`src/rtl/debouncer_pkg.sv`:
```
// Shared helpers for the debouncer block.
package debouncer_pkg;

    // Counter width needed to hold values 0 .. period-1 with headroom.
    function automatic int cnt_width(input int period);
        return (period < 2) ? 1 : $clog2(period + 1);
    endfunction

endpackage

```
`src/rtl/debounce_bit.sv`:
```
// Single-bit debouncer: optional 2-flop synchroniser, stability counter and output flop.
// Macro DEBOUNCER_SYNC_EN enables the synchroniser; otherwise sig_i must already be clk-synchronous.
module debounce_bit
    import debouncer_pkg::*;
#(
    parameter int Period = 10
) (
    input  logic clk,
    input  logic rst,
    input  logic sig_i,
    output logic sig_o
);

    localparam int CNT_W = cnt_width(Period);
    localparam logic [CNT_W-1:0] CNT_LAST = CNT_W'(Period - 1);

    logic             cmp;
    logic [CNT_W-1:0] cnt;
    logic             out;

`ifdef DEBOUNCER_SYNC_EN
    logic s1;
    logic s2;

    always_ff @(posedge clk) begin
        if (rst) begin
            s1 <= 1'b0;
            s2 <= 1'b0;
        end else begin
            s1 <= sig_i;
            s2 <= s1;
        end
    end

    assign cmp = s2;
`else
    assign cmp = sig_i;
`endif

    // Any return to the current output level before the count completes restarts the count.
    always_ff @(posedge clk) begin
        if (rst) begin
            cnt <= '0;
            out <= 1'b0;
        end else if (cmp == out) begin
            cnt <= '0;
        end else if (cnt == CNT_LAST) begin
            out <= cmp;
            cnt <= '0;
        end else begin
            cnt <= cnt + CNT_W'(1);
        end
    end

    assign sig_o = out;

endmodule

```
`src/rtl/debouncer.sv`:
```
// Multi-bit switch/button debouncer: Count independent copies of debounce_bit.
// Macro DEBOUNCER_SYNC_EN adds a 2-flop input synchroniser to every bit.
module debouncer
    import debouncer_pkg::*;
#(
    parameter int Count  = 1,
    parameter int Period = 10
) (
    input  logic             clk,
    input  logic             rst,
    input  logic [Count-1:0] sig_i,
    output logic [Count-1:0] sig_o
);

    for (genvar n = 0; n < Count; n++) begin : g_bit
        debounce_bit #(
            .Period(Period)
        ) u_bit (
            .clk  (clk),
            .rst  (rst),
            .sig_i(sig_i[n]),
            .sig_o(sig_o[n])
        );
    end

endmodule

```
`config.mk`:
```
export PLATFORM = sky130hd
export DESIGN_NAME = debouncer
export DESIGN_NICKNAME = d
export VERILOG_FILES = /design/src/rtl/debouncer_pkg.sv /design/src/rtl/debounce_bit.sv /design/src/rtl/debouncer.sv
export SDC_FILE = /design/constraint.sdc
export NUM_CORES = 1
export LEC_CHECK = 0
export CAP_MARGIN = 15
export CELL_PAD_IN_SITES_DETAIL_PLACEMENT = 2
export CELL_PAD_IN_SITES_GLOBAL_PLACEMENT = 2
export CORE_AREA = 3 3 40 42
export CTS_BUF_LIST = sky130_fd_sc_hd__clkbuf_2 sky130_fd_sc_hd__clkbuf_4 sky130_fd_sc_hd__clkbuf_8
export DETAILED_ROUTE_END_ITERATION = 16
export DIE_AREA = 0 0 43 45
export PLACE_DENSITY_LB_ADDON = 0.1
export SKIP_CTS_REPAIR_TIMING = 1
export SLEW_MARGIN = 20
export SYNTH_ARGS = -nofsm -noshare
export SYNTH_HDL_FRONTEND = slang
export SYNTH_SLANG_ARGS = --single-unit
```
`constraint.sdc`:
```
create_clock -name clk -period 1 [get_ports clk]
set_input_delay 0.25 -clock clk [delete_from_list [all_inputs] [get_ports clk]]
set_output_delay 0.25 -clock clk [all_outputs]
set_load 0.01 [all_outputs]
```
==> results.md <==
- The run finished with clean final reports.
- The simple-gate portion of the synthesized area is 23.7%.
- The worst register-to-register path has a depth of 5.
- The cell count after placement is 41.
- The largest net degree at the start of global routing is 5.
- The first global-routing pass estimated 807 microns of wire.
- The initial standard-cell utilization of the core is 16.8%.
- Setup repair after global routing could not meet its margin everywhere.
- The largest total area in the synthesized netlist belongs to dfxtp_1.
- The share of power burned in the clock network is 52.9%.
- The diode insertion count for antenna repair is 0.
- The Yosys warning count is 0.
- The worst register-to-register path begins at g_bit[0].u_bit.cnt[1].
- After synthesis, the largest family of logic cells by area is simple AND/OR/NAND/NOR gates.
- After clock tree synthesis, the clock-pin slew on the worst setup and hold paths is 40 ps.
- The number of hold-slack violations in the final timing report is 0.
- Routability-driven placement finished with a final weighted congestion of 0.621.
- The total via count in the routed design is 182.
- After detailed routing, the average wire length per cell comes to 11.5 microns.
- The filler-free cell count of the finished design is 45.
- For this design the top-level I/O count stands at 4.
- The clock tree buffer depth is 2.
- The number of max-cap violations is 0.
- The layout has 151 filler cells.
- The fraction of final layout cells sized beyond drive strength 1 is 50.0%.
- After detailed routing, the number of remaining DRC violations is 0.
- The critical path goes through dlymetal6s2s_1.
- The clock tree from TritonCTS is built.
- The detailed-routing iteration count for the pre-antenna-repair pass is 1.
- After Yosys synthesis, XOR and XNOR cells account for 12.1% of the synthesized area.
- The clock sink count is 5.
- From left edge to right edge, the die measures 43 microns.
- The total negative setup slack is 0 ps.
- The number of cells on the critical path is 1.
- The data required time of the critical path is 750 ps.
- By startpoint and endpoint, the worst setup path is classified as reg2out.
- The startpoint of the worst hold path is sig_i.
- The reg-to-reg endpoint is g_bit[0].u_bit.cnt[0].
- The internal power of the cells totals 0.000404 W.
- The routed design could run at a clock period as short as 976 ps.
- The synthesized netlist devotes 0% of its cell area to compound gates.
- Summed over all nets, the switching power comes to 0.000116 W.
- The post-synthesis cell count is 20.
- Per report_power, the sequential group accounts for 40.1% of the total.
- Summed over all nets, the half-perimeter wirelength after detailed placement is 322 microns.
- The die outline area is 1940 sq um.
- The maximum ir drop on the vdd rail is 0.000425 V.
- The leftover overflow at the end of global routing is 0.
- For this block, the initial DRC count from the detailed router was 0.
- At the end of the flow, the number of nets in the layout was 36.
- The initial antenna violation count is 0.
- During placement, the flow inserted port buffers numbering 3.
- The worst min-delay path category is in2reg.
- The worst setup path is launched from a flop.
- For this run, the top clock speed supported by timing is 1020 MHz.
- Sorting the synthesized cells by area gives the leading types as dfxtp_1, ha_1, nand3b_4.
- Summing the areas of all fa, ha and maj instances in the mapped netlist gives 11.6% of the synthesized area.
- The core region is 1280 sq um.
- The clock buffer count from CTS is 3.
- The mux cell area share after synthesis is 4.62%.
- The final number of setup-violating endpoints is 0.
- The endpoint kind of the worst setup timing path is a primary output.
- In this run the clock root is driven by a clkbuf_4.
- The delay of the slowest critical-path stage is 320 ps.
- The via count of the first global-routing pass is 186.
- The later-pin clock latency in the skew report is 250 ps.
- The overall track demand over capacity in global routing is 6.92%.
- The sequential area share after synthesis is 46.2%.
- The synthesized netlist occupies a cell area of 216 sq um.
- For this design the static power due to leakage is 0.196 nW.
- The worst reg-to-reg setup slack is 30 ps.
- The total of flip-flops plus latches after synthesis is 5.
- The slowest library cell on the worst path is dfxtp_2.
- The critical path arrival is 730 ps.
- After routing the design area is 359 sq um.
- The utilization after layout is 27.9%.
- The floorplan has 13 rows.
- The combinational power share is 7.0%.
- The die is 45 microns tall.
- In the finished design, the share of the clock period the worst path needs comes to 97.6%.
- The worst pin sits at a relative slew slack of 86.5%.
- The final count of pins violating max slew came to 0.
- In this run the cell area measured after placement is 288 sq um.
- The synthesis-to-layout area growth is 65.9%.
- Synthesis produced a netlist with a net count of 25.
- The setup clock skew after layout is 2.47 ps.
- The power per standard cell area is 1450 nW/um^2.
- The transition at the pin with the smallest max-transition slack is 202 ps.
- The mean cell area of the mapped netlist is 10.8 sq um.
- In this run the worst setup path begins at g_bit[0].u_bit.sig_o.
- Summed over all layers, the routed wires come to 517 microns.
- Grouping stages by cell kind, the critical path spends the most delay in flip-flops.
- The number of buffer and inverter instances along the worst setup path is 1.
- The count of nets left with antenna violations after detail routing is 0.
- The number of vias per cell is 4.04.
- The number of distinct library cells after synthesis is 10.
- CTS built an H-tree with a depth of 1.
- The share of the synthesized area in the top cell type is 46.2%.
- In this run the worst path has a maximum fanout of 2.
- The worst setup path endpoint is sig_o.
- Of the total power, the share spent switching nets is 22.3%.
-- final cells by class --
class / instances / area, sq um / area share [%]
Sequential cell: 5 / 104 / 28.9
Timing Repair Buffer: 6 / 57.6 / 16.0
Inverter: 1 / 3.75 / 1.05
Multi-Input combinational cell: 14 / 145 / 40.4
Tap cell: 15 / 18.8 / 5.23
Clock buffer: 4 / 30.0 / 8.36
-- power by group through the flow --
stage,Clock (W),Combinational (W),Sequential [W]
2_1_floorplan,0,0.0000115,0.000211
3_3_place_gp,0,0.0000290,0.000210
3_5_place_dp,0,0.0000303,0.000210
4_1_cts,0.000285,0.0000314,0.000206
5_1_grt,0.000318,0.0000417,0.000209
6_report,0.000275,0.0000364,0.000209
-- registers in the layout (all words and copies together), names as in the netlist --
| signal | cells |
|---|---|
| g_bit.u_bit.cnt | 4 |
| g_bit.u_bit.sig_o | 1 |
-- synth_stat cells --
cell type  count
dfxtp_1        5
ha_1           2
inv_1          1
mux2i_1        1
nand3_1        1
nand3b_1       1
nand3b_4       1
nor2_1         5
xnor2_1        1
xor2_1         2
-- placed cells by master (no fill, tap or decap) --
cell type,netlist,final
buf_4,0,3
clkbuf_4,0,4
clkdlybuf4s50_1,0,1
dfxtp_1,5,2
dfxtp_2,0,3
dlymetal6s2s_1,0,2
ha_4,0,2
inv_2,0,1
mux2i_1,1,1
nand3_1,1,1
nand3b_1,1,1
nand3b_4,1,1
nor2_1,5,5
xnor2_2,0,1
xor2_1,2,2
-- per-layer routing --
metal  vias to the layer above  part of all wire (%)  global-route usage, %
met4                         0                   3.3                   7.23
met1                        87                    39                   6.54
met2                         9                    51                   8.68
li1                         84                     -                      -
met5                         -                     0                      0
met3                         2                   6.4                   5.98
-- per-stage QoR --
| step | hold WS (ps) | power (W) | worst slack (ps) |
|---|---|---|---|
| 3_5_place_dp | 536 | 0.000240 | -296 |
| 3_3_place_gp | 526 | 0.000239 | -258 |
| 2_1_floorplan | 322 | 0.000222 | 31.1 |
| 4_1_cts | 556 | 0.000522 | -383 |
| 5_1_grt | 347 | 0.000568 | -66.8 |
| 6_report | 324 | 0.000520 | 23.7 |
-- how the worst min path moves through the flow --
stage	cells past startpoint	endpoint
detailed placement	2	g_bit[0].u_bit.cnt[0]
global placement	2	g_bit[0].u_bit.cnt[0]
finish	3	g_bit[0].u_bit.sig_o
floorplan	1	g_bit[0].u_bit.sig_o
CTS	3	g_bit[0].u_bit.cnt[1]
global route	3	g_bit[0].u_bit.sig_o
-- worst min-delay path: stages --
cell,delay (ps)
dlymetal6s2s_1,120
mux2i_1,80
nor2_1,80
-- kinds of logic after synthesis --
kind of cell             Yosys count
XOR/XNOR                           3
multiplexers                       1
AND/OR/NAND/NOR                    8
buffers and inverters              1
adder cells (fa/ha/maj)            2
flip-flops                         5
Power figures use the tool's default switching activity.
